### config.mk
export PLATFORM = sky130hd
export DESIGN_NAME = hazard_controller
export DESIGN_NICKNAME = d
export VERILOG_FILES = /design/src/rtl/hazard_controller_pkg.sv /design/src/rtl/hazard_controller_sat_counter.sv /design/src/rtl/hazard_controller.sv
export SDC_FILE = /design/constraint.sdc
export NUM_CORES = 1
export LEC_CHECK = 0
export BUFFER_PORTS_ARGS = -buffer_cell sky130_fd_sc_hd__buf_2
export CAP_MARGIN = 20
export CORE_MARGIN = 3
export CORE_UTILIZATION = 40
export DETAILED_ROUTE_END_ITERATION = 7
export PLACE_DENSITY = 0.6
export SETUP_SLACK_MARGIN = 0.3
export SLEW_MARGIN = 20
export SYNTH_ARGS = -nofsm -noshare
export SYNTH_HDL_FRONTEND = slang
export SYNTH_HIERARCHICAL = 1
export SYNTH_SLANG_ARGS = --single-unit
### constraint.sdc
create_clock -name clk -period 3 [get_ports clk]
set_clock_uncertainty 0.05 [all_clocks]
set_input_delay 0.15 -clock clk [delete_from_list [all_inputs] [get_ports clk]]
set_output_delay 0.15 -clock clk [all_outputs]
set_load 0.005 [all_outputs]
### src/rtl/hazard_controller_pkg.sv
// Shared pipeline definitions: controller state encoding, NOP encoding and default widths.
package hazard_controller_pkg;

    localparam int unsigned REG_ADDR_W_DEFAULT  = 5;
    localparam int unsigned CNT_W_DEFAULT       = 16;
    localparam int unsigned MEM_TIMEOUT_DEFAULT = 64;

    // addi x0, x0, 0
    localparam logic [31:0] NOP_INSTR = 32'h0000_0013;

    typedef enum logic [1:0] {
        StRun     = 2'd0,
        StMemWait = 2'd1,
        StFault   = 2'd2
    } hz_state_e;

endpackage

### src/rtl/hazard_controller_sat_counter.sv
// Saturating up-counter: increments when inc is high, holds at all-ones.
module sat_counter #(
    parameter int unsigned W = 16
) (
    input  logic         clk,
    input  logic         reset,
    input  logic         inc,
    output logic [W-1:0] count
);

    logic [W-1:0] count_q, count_d;

    always_comb begin
        count_d = count_q;
        if (inc && (count_q != {W{1'b1}})) begin
            count_d = count_q + 1'b1;
        end
    end

    always_ff @(posedge clk or posedge reset) begin
        if (reset) begin
            count_q <= '0;
        end else begin
            count_q <= count_d;
        end
    end

    assign count = count_q;

endmodule

### src/rtl/hazard_controller.sv
// Pipeline hazard controller: memory-stall FSM with timeout fault, redirect flush,
// load-use interlock and saturating stall/flush performance counters.
module hazard_controller
    import hazard_controller_pkg::*;
#(
    parameter int unsigned REG_ADDR_W  = REG_ADDR_W_DEFAULT,
    parameter int unsigned CNT_W       = CNT_W_DEFAULT,
    parameter int unsigned MEM_TIMEOUT = MEM_TIMEOUT_DEFAULT
) (
    input  logic                  clk,
    input  logic                  reset,
    input  logic [REG_ADDR_W-1:0] id_rs1,
    input  logic [REG_ADDR_W-1:0] id_rs2,
    input  logic                  id_uses_rs1,
    input  logic                  id_uses_rs2,
    input  logic [REG_ADDR_W-1:0] ex_rd,
    input  logic                  ex_mem_read,
    input  logic                  ex_redirect,
    input  logic                  mem_req,
    input  logic                  mem_ready,
    output logic                  pc_stall,
    output logic                  if_id_stall,
    output logic                  id_ex_stall,
    output logic                  ex_mem_stall,
    output logic                  if_id_flush,
    output logic                  id_ex_flush,
    output logic                  mem_wb_bubble,
    output logic                  fault,
    output logic [CNT_W-1:0]      stall_cycles,
    output logic [CNT_W-1:0]      flush_events
);

    localparam int unsigned WAIT_W = $clog2(MEM_TIMEOUT + 1);

    hz_state_e   state_q, state_d;
    logic [WAIT_W-1:0] wait_q, wait_d;
    logic [WAIT_W-1:0] wait_inc;
    logic        load_hit;
    logic        mem_stall;
    logic        pipe_free;
    logic        redirect_act;

    assign wait_inc = wait_q + 1'b1;
    assign load_hit = ex_mem_read && (ex_rd != '0) &&
                      ((id_uses_rs1 && (id_rs1 == ex_rd)) ||
                       (id_uses_rs2 && (id_rs2 == ex_rd)));

    always_comb begin
        state_d       = state_q;
        wait_d        = wait_q;
        mem_stall     = 1'b0;
        pipe_free     = 1'b0;
        redirect_act  = 1'b0;
        pc_stall      = 1'b0;
        if_id_stall   = 1'b0;
        id_ex_stall   = 1'b0;
        ex_mem_stall  = 1'b0;
        if_id_flush   = 1'b0;
        id_ex_flush   = 1'b0;
        mem_wb_bubble = 1'b0;
        fault         = 1'b0;

        unique case (state_q)
            StRun: begin
                if (mem_req && !mem_ready) begin
                    mem_stall = 1'b1;
                    wait_d    = '0;
                    state_d   = StMemWait;
                end else begin
                    pipe_free = 1'b1;
                end
            end
            StMemWait: begin
                if (!mem_ready) begin
                    mem_stall = 1'b1;
                    wait_d    = wait_inc;
                    if (wait_inc == WAIT_W'(MEM_TIMEOUT)) begin
                        state_d = StFault;
                    end
                end else begin
                    pipe_free = 1'b1;
                    state_d   = StRun;
                end
            end
            StFault: begin
                pc_stall      = 1'b1;
                if_id_flush   = 1'b1;
                id_ex_flush   = 1'b1;
                mem_wb_bubble = 1'b1;
                fault         = 1'b1;
            end
            default: state_d = StRun;
        endcase

        // Redirect waits for the memory stall to clear: EX is frozen so it stays asserted.
        if (mem_stall) begin
            pc_stall      = 1'b1;
            if_id_stall   = 1'b1;
            id_ex_stall   = 1'b1;
            ex_mem_stall  = 1'b1;
            mem_wb_bubble = 1'b1;
        end else if (pipe_free && ex_redirect) begin
            redirect_act = 1'b1;
            if_id_flush  = 1'b1;
            id_ex_flush  = 1'b1;
        end else if (pipe_free && load_hit) begin
            pc_stall    = 1'b1;
            if_id_stall = 1'b1;
            id_ex_flush = 1'b1;
        end
    end

    always_ff @(posedge clk or posedge reset) begin
        if (reset) begin
            state_q <= StRun;
            wait_q  <= '0;
        end else begin
            state_q <= state_d;
            wait_q  <= wait_d;
        end
    end

    sat_counter #(
        .W(CNT_W)
    ) u_stall_cnt (
        .clk  (clk),
        .reset(reset),
        .inc  (pc_stall),
        .count(stall_cycles)
    );

    sat_counter #(
        .W(CNT_W)
    ) u_flush_cnt (
        .clk  (clk),
        .reset(reset),
        .inc  (redirect_act),
        .count(flush_events)
    );

endmodule

======== After elaboration in Yosys (flattened, before gate mapping) ========
Index checks and enable logic that the tools add are counted.
word-level totals
  bits in registers ....................... 41
  input port bits ......................... 23
  output and inout port bits .............. 40
  word-level logic and storage cells ...... 62
cells by class
  $add $sub $neg .......................... 3
  equal/unequal tests ..................... 10
  mux-type cells .......................... 28
  bitwise gates (word level) .............. 1
  reductions and logical operators ........ 16
operator list
  cell                                                                    count
  16-bit by 1-bit adder with 16-bit output (second input constant)        2
  16-bit inequality test (second input constant)                          2
  1-bit two-way mux                                                       19
  7-bit two-way mux                                                       2
  7-bit case mux with 2 select lines                                      1
  5-bit equality test                                                     2
  1-bit logical AND                                                       9
  7-bit by 1-bit adder with 7-bit output (second input constant)          1
  7-bit equality test (second input constant)                             1
  2-bit two-way mux                                                       3
  2-bit case mux with 3 select lines                                      1
  3-bit AND reduction                                                     2
  5-bit nonzero test                                                      1
  2-bit inequality test (second input constant)                           2
  1-bit case mux with 2 select lines                                      2
  3-bit inequality test (second input constant)                           1
  2-bit by 1-bit equality test with 1-bit output (second input constant)  1
  2-bit equality test (second input constant)                             1
  2-bit zero test                                                         1
  2-bit nonzero test                                                      1
  1-bit zero test                                                         1
  1-bit logical OR                                                        1
  1-bit NOT                                                               1

======== Depth between registers and ports, before layout ========
  word-level depth ........................ 9
  depth in mapped cells ................... 9
  depth with buffers taken out ............ 9

======== Hierarchy ========
Netlist, hierarchy kept.
modules (own cells, without submodules)
  module             times used  cells each  area each (um^2)  seq. area each (um^2)
  sat_counter        2           71          805.8             400.4
  hazard_controller  1           78          699.4             225.2

======== Worst setup path before layout ========
No wires, ideal clock.
  kind .................................... reg-to-reg
  start point ............................. reg state_q[0]
  end point ............................... reg u_stall_cnt.count_q[14], in the netlist u_stall_cnt/count[14]
  setup time .............................. 125 ps
  data arrival time ....................... 2140 ps
  required time ........................... 2825 ps
  setup slack ............................. 686 ps
  stages on the path, launching flop included .. 9
  path buffers ............................ 0
  clock period less this slack ............ 2314 ps
  path through ............................ dfrtp_1 -> o21ba_2 -> a211oi_1 -> nand3b_1 -> o21bai_1 -> and4_1 -> nand3_1 -> nor2_1 -> mux2_2
on the way
  word-level cells in the longest chain between the ends .. 7
  elaborated cells between the ends (all ways) .. 12
  classes of those cells .................. eq/ne (2); mux (6); reduce/logical (4)
ends and longest elaborated chain
  what                                                                               line                                 text
  start, declared                                                                    hazard_controller.sv:35              hz_state_e state_q, state_d;
  start signal, assigned                                                             hazard_controller.sv:115             state_q <= StRun;
  start signal, assigned                                                             hazard_controller.sv:118             state_q <= state_d;
  2-bit by 1-bit equality test with 1-bit output or 2-bit zero test (tied branches)  hazard_controller.sv:63              unique case (state_q)
  1-bit case mux with 2 select lines                                                 hazard_controller.sv:63
  1-bit logical AND                                                                  hazard_controller.sv:106             end else if (pipe_free && load_hit) begin
  1-bit two-way mux                                                                  hazard_controller.sv:106
  1-bit two-way mux                                                                  hazard_controller.sv:102             end else if (pipe_free && ex_redirect) begin
  1-bit two-way mux (*)                                                              hazard_controller.sv:96              if (mem_stall) begin
  via pc_stall                                                                       hazard_controller.sv:21              output logic pc_stall,
  1-bit logical AND (*)                                                              hazard_controller_sat_counter.sv:15  if (inc && (count_q != {W{1'b1}})) begin
  end signal, assigned                                                               hazard_controller_sat_counter.sv:24  count_q <= count_d;
  end, declared                                                                      hazard_controller_sat_counter.sv:11  logic [W-1:0] count_q, count_d;
The timed path passes the listed nets; every way through them passes the cells marked *.
A chain may end at the register's enable or synchronous reset.

======== Final worst setup path ========
  start point ............................. reg state_q[0]
  end point ............................... reg u_stall_cnt.count_q[14], in the netlist u_stall_cnt/count[14]
on the way
  word-level cells in the longest chain between the ends .. 7
  elaborated cells between the ends (all ways) .. 12
  classes of those cells .................. eq/ne (2); mux (6); reduce/logical (4)
ends and longest elaborated chain
  what                                                                               line
  2-bit by 1-bit equality test with 1-bit output or 2-bit zero test (tied branches)  hazard_controller.sv:63
  1-bit case mux with 2 select lines                                                 hazard_controller.sv:63
  1-bit logical AND                                                                  hazard_controller.sv:106
  1-bit two-way mux                                                                  hazard_controller.sv:106
  1-bit two-way mux                                                                  hazard_controller.sv:102
  1-bit two-way mux (*)                                                              hazard_controller.sv:96
  1-bit logical AND (*)                                                              hazard_controller_sat_counter.sv:15
Every way passes the cells marked *; elsewhere a longest branch is shown, timed or not.

==> impl.org <==
** Floorplanning
- In this run the count of I/O pins placed on the die edge is 63.
- Die outline height :: ~82 µm
- Starting density of the core :: a little over two fifths
- The floorplan has 27 rows.
- Chip width :: about 80 µm
- Area of the core :: 5540 µm²
- The die covers approximately 6700 µm².

** Global route
- All-Layer GR Usage :: 15.6%
- For this run the aggregate overflow at the end of global routing stands at 0.
- The number of antenna violations at the first check in global routing was 0.
- Number of global-route vias before repair :: around 1.8k
- Largest net degree at the start of global routing :: 17
- Wire length of the first global-routing pass :: roughly 8.1 mm

** Detailed routing
- In the final routed layout, each cell accounts on average for between 10 and 15 µm.
- The final route contains around 1.9k vias.
- Remaining routing DRC violations :: 0
- Using the TritonRoute via totals, the vias-per-cell ratio works out to between 5 and 6.
- After detailed routing, the wire length on met1 is 2.35 mm.
- The highest layer touched by signal routing is met4.
- Met3 layer wire length in the routed design :: 252 µm
- The first TritonRoute pass finished after 4 iterations.
- Once detail routing completed, the nets flagged for antenna violations numbered 0.
- DR WL met2 :: roughly 2.4 mm
- After the first detailed-routing iteration, the DRC count stood at 68.
- For this block, the routed nets add up to approximately 5 mm of wire.

** Power and ir drop
- For this design the ratio of total power to cell area is 547 nW/µm².
- The completed layout was analyzed and its total power is around 1.5 mW.
- VDD IR-drop max :: about 0.44 mV
- Leakage dissipation :: between 1 and 1.5 nW

** Timing
- Total negative slack for setup checks :: 0 ns
- Measured against its own limit, the worst slew margin works out to 58.4%.
- For the pin with the worst max-slew slack, the measured transition is around 0.62 ns.
- Setup-failing EPs final :: 0
- Number of pins with negative max-slew slack in the final report :: 0
- In the finished design, the share of the clock period the worst path needs comes to 80.1%.
- Final period demand of the worst path :: 2.40 ns
- Setup repair after global routing left no endpoint under its margin.
- Fin. Hold Viols :: 0
- Max Clk Rate :: between 0.4 and 0.5 GHz

** Clocking
- Counting the buffers created by CTS gives 5.
- Clock tree from TritonCTS :: built
- Library cell used as clock root buffer :: sky130_fd_sc_hd__clkbuf_8
- # clock sinks :: 41
- The H-tree generated during clock tree synthesis spans 2 levels.
- Clk pin slew, worst setup/hold paths :: about 0.080 ns
- Post-CTS Setup Bufs :: 0
- No sink is reached through more buffers than the 2 on the longest clock path.
- The later pin in the worst-skew pair is clocked with a latency of between 0.2 and 0.3 ns.

** Setup path
- STA puts the critical path data required time at around 3.1 ns.
- Worst setup path class :: reg -> reg
- Type of destination of the critical path :: flip-flop
- Worst setup SP type :: flip-flop
- Worst reg-to-reg setup slack :: slightly below 0.6 ns
- Along the worst path, the maximum fanout reaches 7.
- Data arrives at the worst endpoint at 2.53 ns.

** Final layout
- Final net count :: about 320
- Final Util :: around half
- Non-filler instance count after layout :: roughly 360
- The repair_antennas step left the layout with diodes totalling 0.
- Share of post-route cells with drive strength above 1 :: 33.1%
- Compared with the post-synthesis result, the final layout area differs by 21.8%.

** Synthesis
- The number of different library cells used by synthesis comes to slightly below 50.
- Summing the sequential cell areas from Yosys gives between 40% and 50% of the chip area.
- Total of flip-flops plus latches after synthesis :: just over 40
- Biggest area consumer among synthesized cells :: sky130_fd_sc_hd__dfrtp_1
- Synthesis produced a netlist whose cell count is between 200 and 250.
- Number of flops mapped to enable cells by yosys :: 0
- For this run, asynchronously set or reset flops after synthesis account for between 90% and 100%.
- The share of synthesized area in the top cell type comes to approximately 44%.
- Total standard cell area after synthesis :: roughly 2300 µm²
- Mean Syn Cell Area :: 10.5 µm²
- Yosys printed 6 warnings.
- Post-Syn Nets :: around 250
- Synth Flop Type :: sky130_fd_sc_hd__dfrtp_1
- Biggest area contributors in the synthesized netlist :: sky130_fd_sc_hd__dfrtp_1, sky130_fd_sc_hd__xnor2_1, sky130_fd_sc_hd__nand3_1

** Placement
- At the end of routability-driven placement, the weighted congestion stood at around 0.76.
- During placement, the flow inserted port buffers numbering 62.
- Half-perimeter wire length of the detailed placement result :: about 3.8 mm
- Placed cell count :: about 350

** Worst hold path
- Type of the worst min-delay path :: in -> reg

** Status
- Run status :: complete, no violations

** Run
- Max-cap violations in this run came to 0.
-- final timing paths --
path                            depth (start not counted)                               from                                end
worst max-delay path                                    8             state_q[0]$_DFFE_PP0P_  u_stall_cnt/count[14]$_DFFE_PP0P_
worst min-delay path                                    5                          mem_ready             state_q[0]$_DFFE_PP0P_
worst max register to register                          8             state_q[0]$_DFFE_PP0P_  u_stall_cnt/count[14]$_DFFE_PP0P_
worst min register to register                          1  u_flush_cnt/count[15]$_DFFE_PP0P_  u_flush_cnt/count[15]$_DFFE_PP0P_
max in group asynchronous                               3                              reset  u_stall_cnt/count[15]$_DFFE_PP0P_
min in group asynchronous                               3                              reset              wait_q[6]$_DFFE_PP0P_
-- through the flow --
stage                     setup slack, ns  cell area, µm²  hold WS, ns
after floorplan                     0.686            2310      -0.0721
after CTS                           0.445            2810        0.233
after detailed placement            0.453            2700        0.120
final                               0.596            2820        0.243
after global routing                0.427            2820        0.253
after global placement              0.591            2700        0.120
-- cell type report --
| class | count | area, µm² |
|---|---|---|
| clock buffers | 7 | 96.3 |
| inverters | 5 | 18.8 |
| clock inverters | 1 | 5.00 |
| flip-flops and latches | 41 | 1030 |
| well taps | 72 | 90.1 |
| multi-input cells | 171 | 1240 |
| fillers | 548 | 2730 |
| repair buffers | 65 | 335 |
-- kinds of logic (layout without fill, tap and decap cells) --
group / after synthesis / count (layout) / synth area share, %
buffers and inverters: 8 / 78 / 1.95
DFF: 41 / 41 / 44.4
and+or+nand+nor: 99 / 99 / 27.8
xor gates and xnor gates: 34 / 34 / 12.9
muxes: 7 / 7 / 3.25
adders and majority gates: 3 / 3 / 1.62
AOI/OAI and AO/OA: 28 / 28 / 8.07
-- where the power goes --
group          leakage, nW  total [mW]  internal [mW]  switching (mW)
logic                0.807       0.360          0.190           0.171
clock network       0.0542       0.400          0.208           0.192
registers            0.546       0.780          0.643           0.137
-- cells in the final DEF (no fill, tap or decap), drive strengths merged, types with 5 or more instances in the layout --
cell type / count
xor2: 8
xnor2: 26
nand4: 15
o21ai: 8
a21oi: 5
nand2: 20
buf: 64
and3: 11
nor2: 9
clkbuf: 7
inv: 5
nand3: 16
dfrtp: 41
and4: 8
-- synth_stat cells (3+ instances only) --
library cell / number
sky130_fd_sc_hd__and3_2: 3
sky130_fd_sc_hd__xnor2_1: 26
sky130_fd_sc_hd__nand2_1: 18
sky130_fd_sc_hd__nand3_1: 16
sky130_fd_sc_hd__and3_1: 8
sky130_fd_sc_hd__nand2b_1: 4
sky130_fd_sc_hd__and4_1: 6
sky130_fd_sc_hd__inv_1: 5
sky130_fd_sc_hd__mux2_2: 4
sky130_fd_sc_hd__nor2_1: 9
sky130_fd_sc_hd__xor2_1: 8
sky130_fd_sc_hd__ha_1: 3
sky130_fd_sc_hd__nand4_1: 11
sky130_fd_sc_hd__o21ai_0: 6
sky130_fd_sc_hd__dfrtp_1: 41
sky130_fd_sc_hd__a21oi_1: 5
sky130_fd_sc_hd__mux2i_1: 3
-- layer usage --
layer  up-vias  global-route usage (%)
met3         6                    3.95
met5         -                       0
met2        31                    25.1
li1        937                       -
met1       919                    20.3
met4         0                    5.32
-- repair_timing --
action	in CTS	in global routing
endpoints found under the setup margin	0	1
hold endpoints to repair	41	0
resized for setup	0	1
hold buffers	1	0
-- state kept, by name, summed over array words and instances (netlist names) --
name / flops
u_flush_cnt/count: 16
u_stall_cnt/count: 16
wait_q: 7
state_q: 2
-- worst max-delay path, cell delays in order, from the launching register on --
cell	delay [ns]
sky130_fd_sc_hd__dfrtp_1	0.42
sky130_fd_sc_hd__o21ba_2	0.24
sky130_fd_sc_hd__a211oi_1	0.25
sky130_fd_sc_hd__nand3b_1	0.15
sky130_fd_sc_hd__o21bai_2	0.29
sky130_fd_sc_hd__and4_1	0.30
sky130_fd_sc_hd__nand3_1	0.13
sky130_fd_sc_hd__nor2_1	0.14
sky130_fd_sc_hd__mux2_2	0.34
Note: power is estimated with default switching activity, not from simulation.
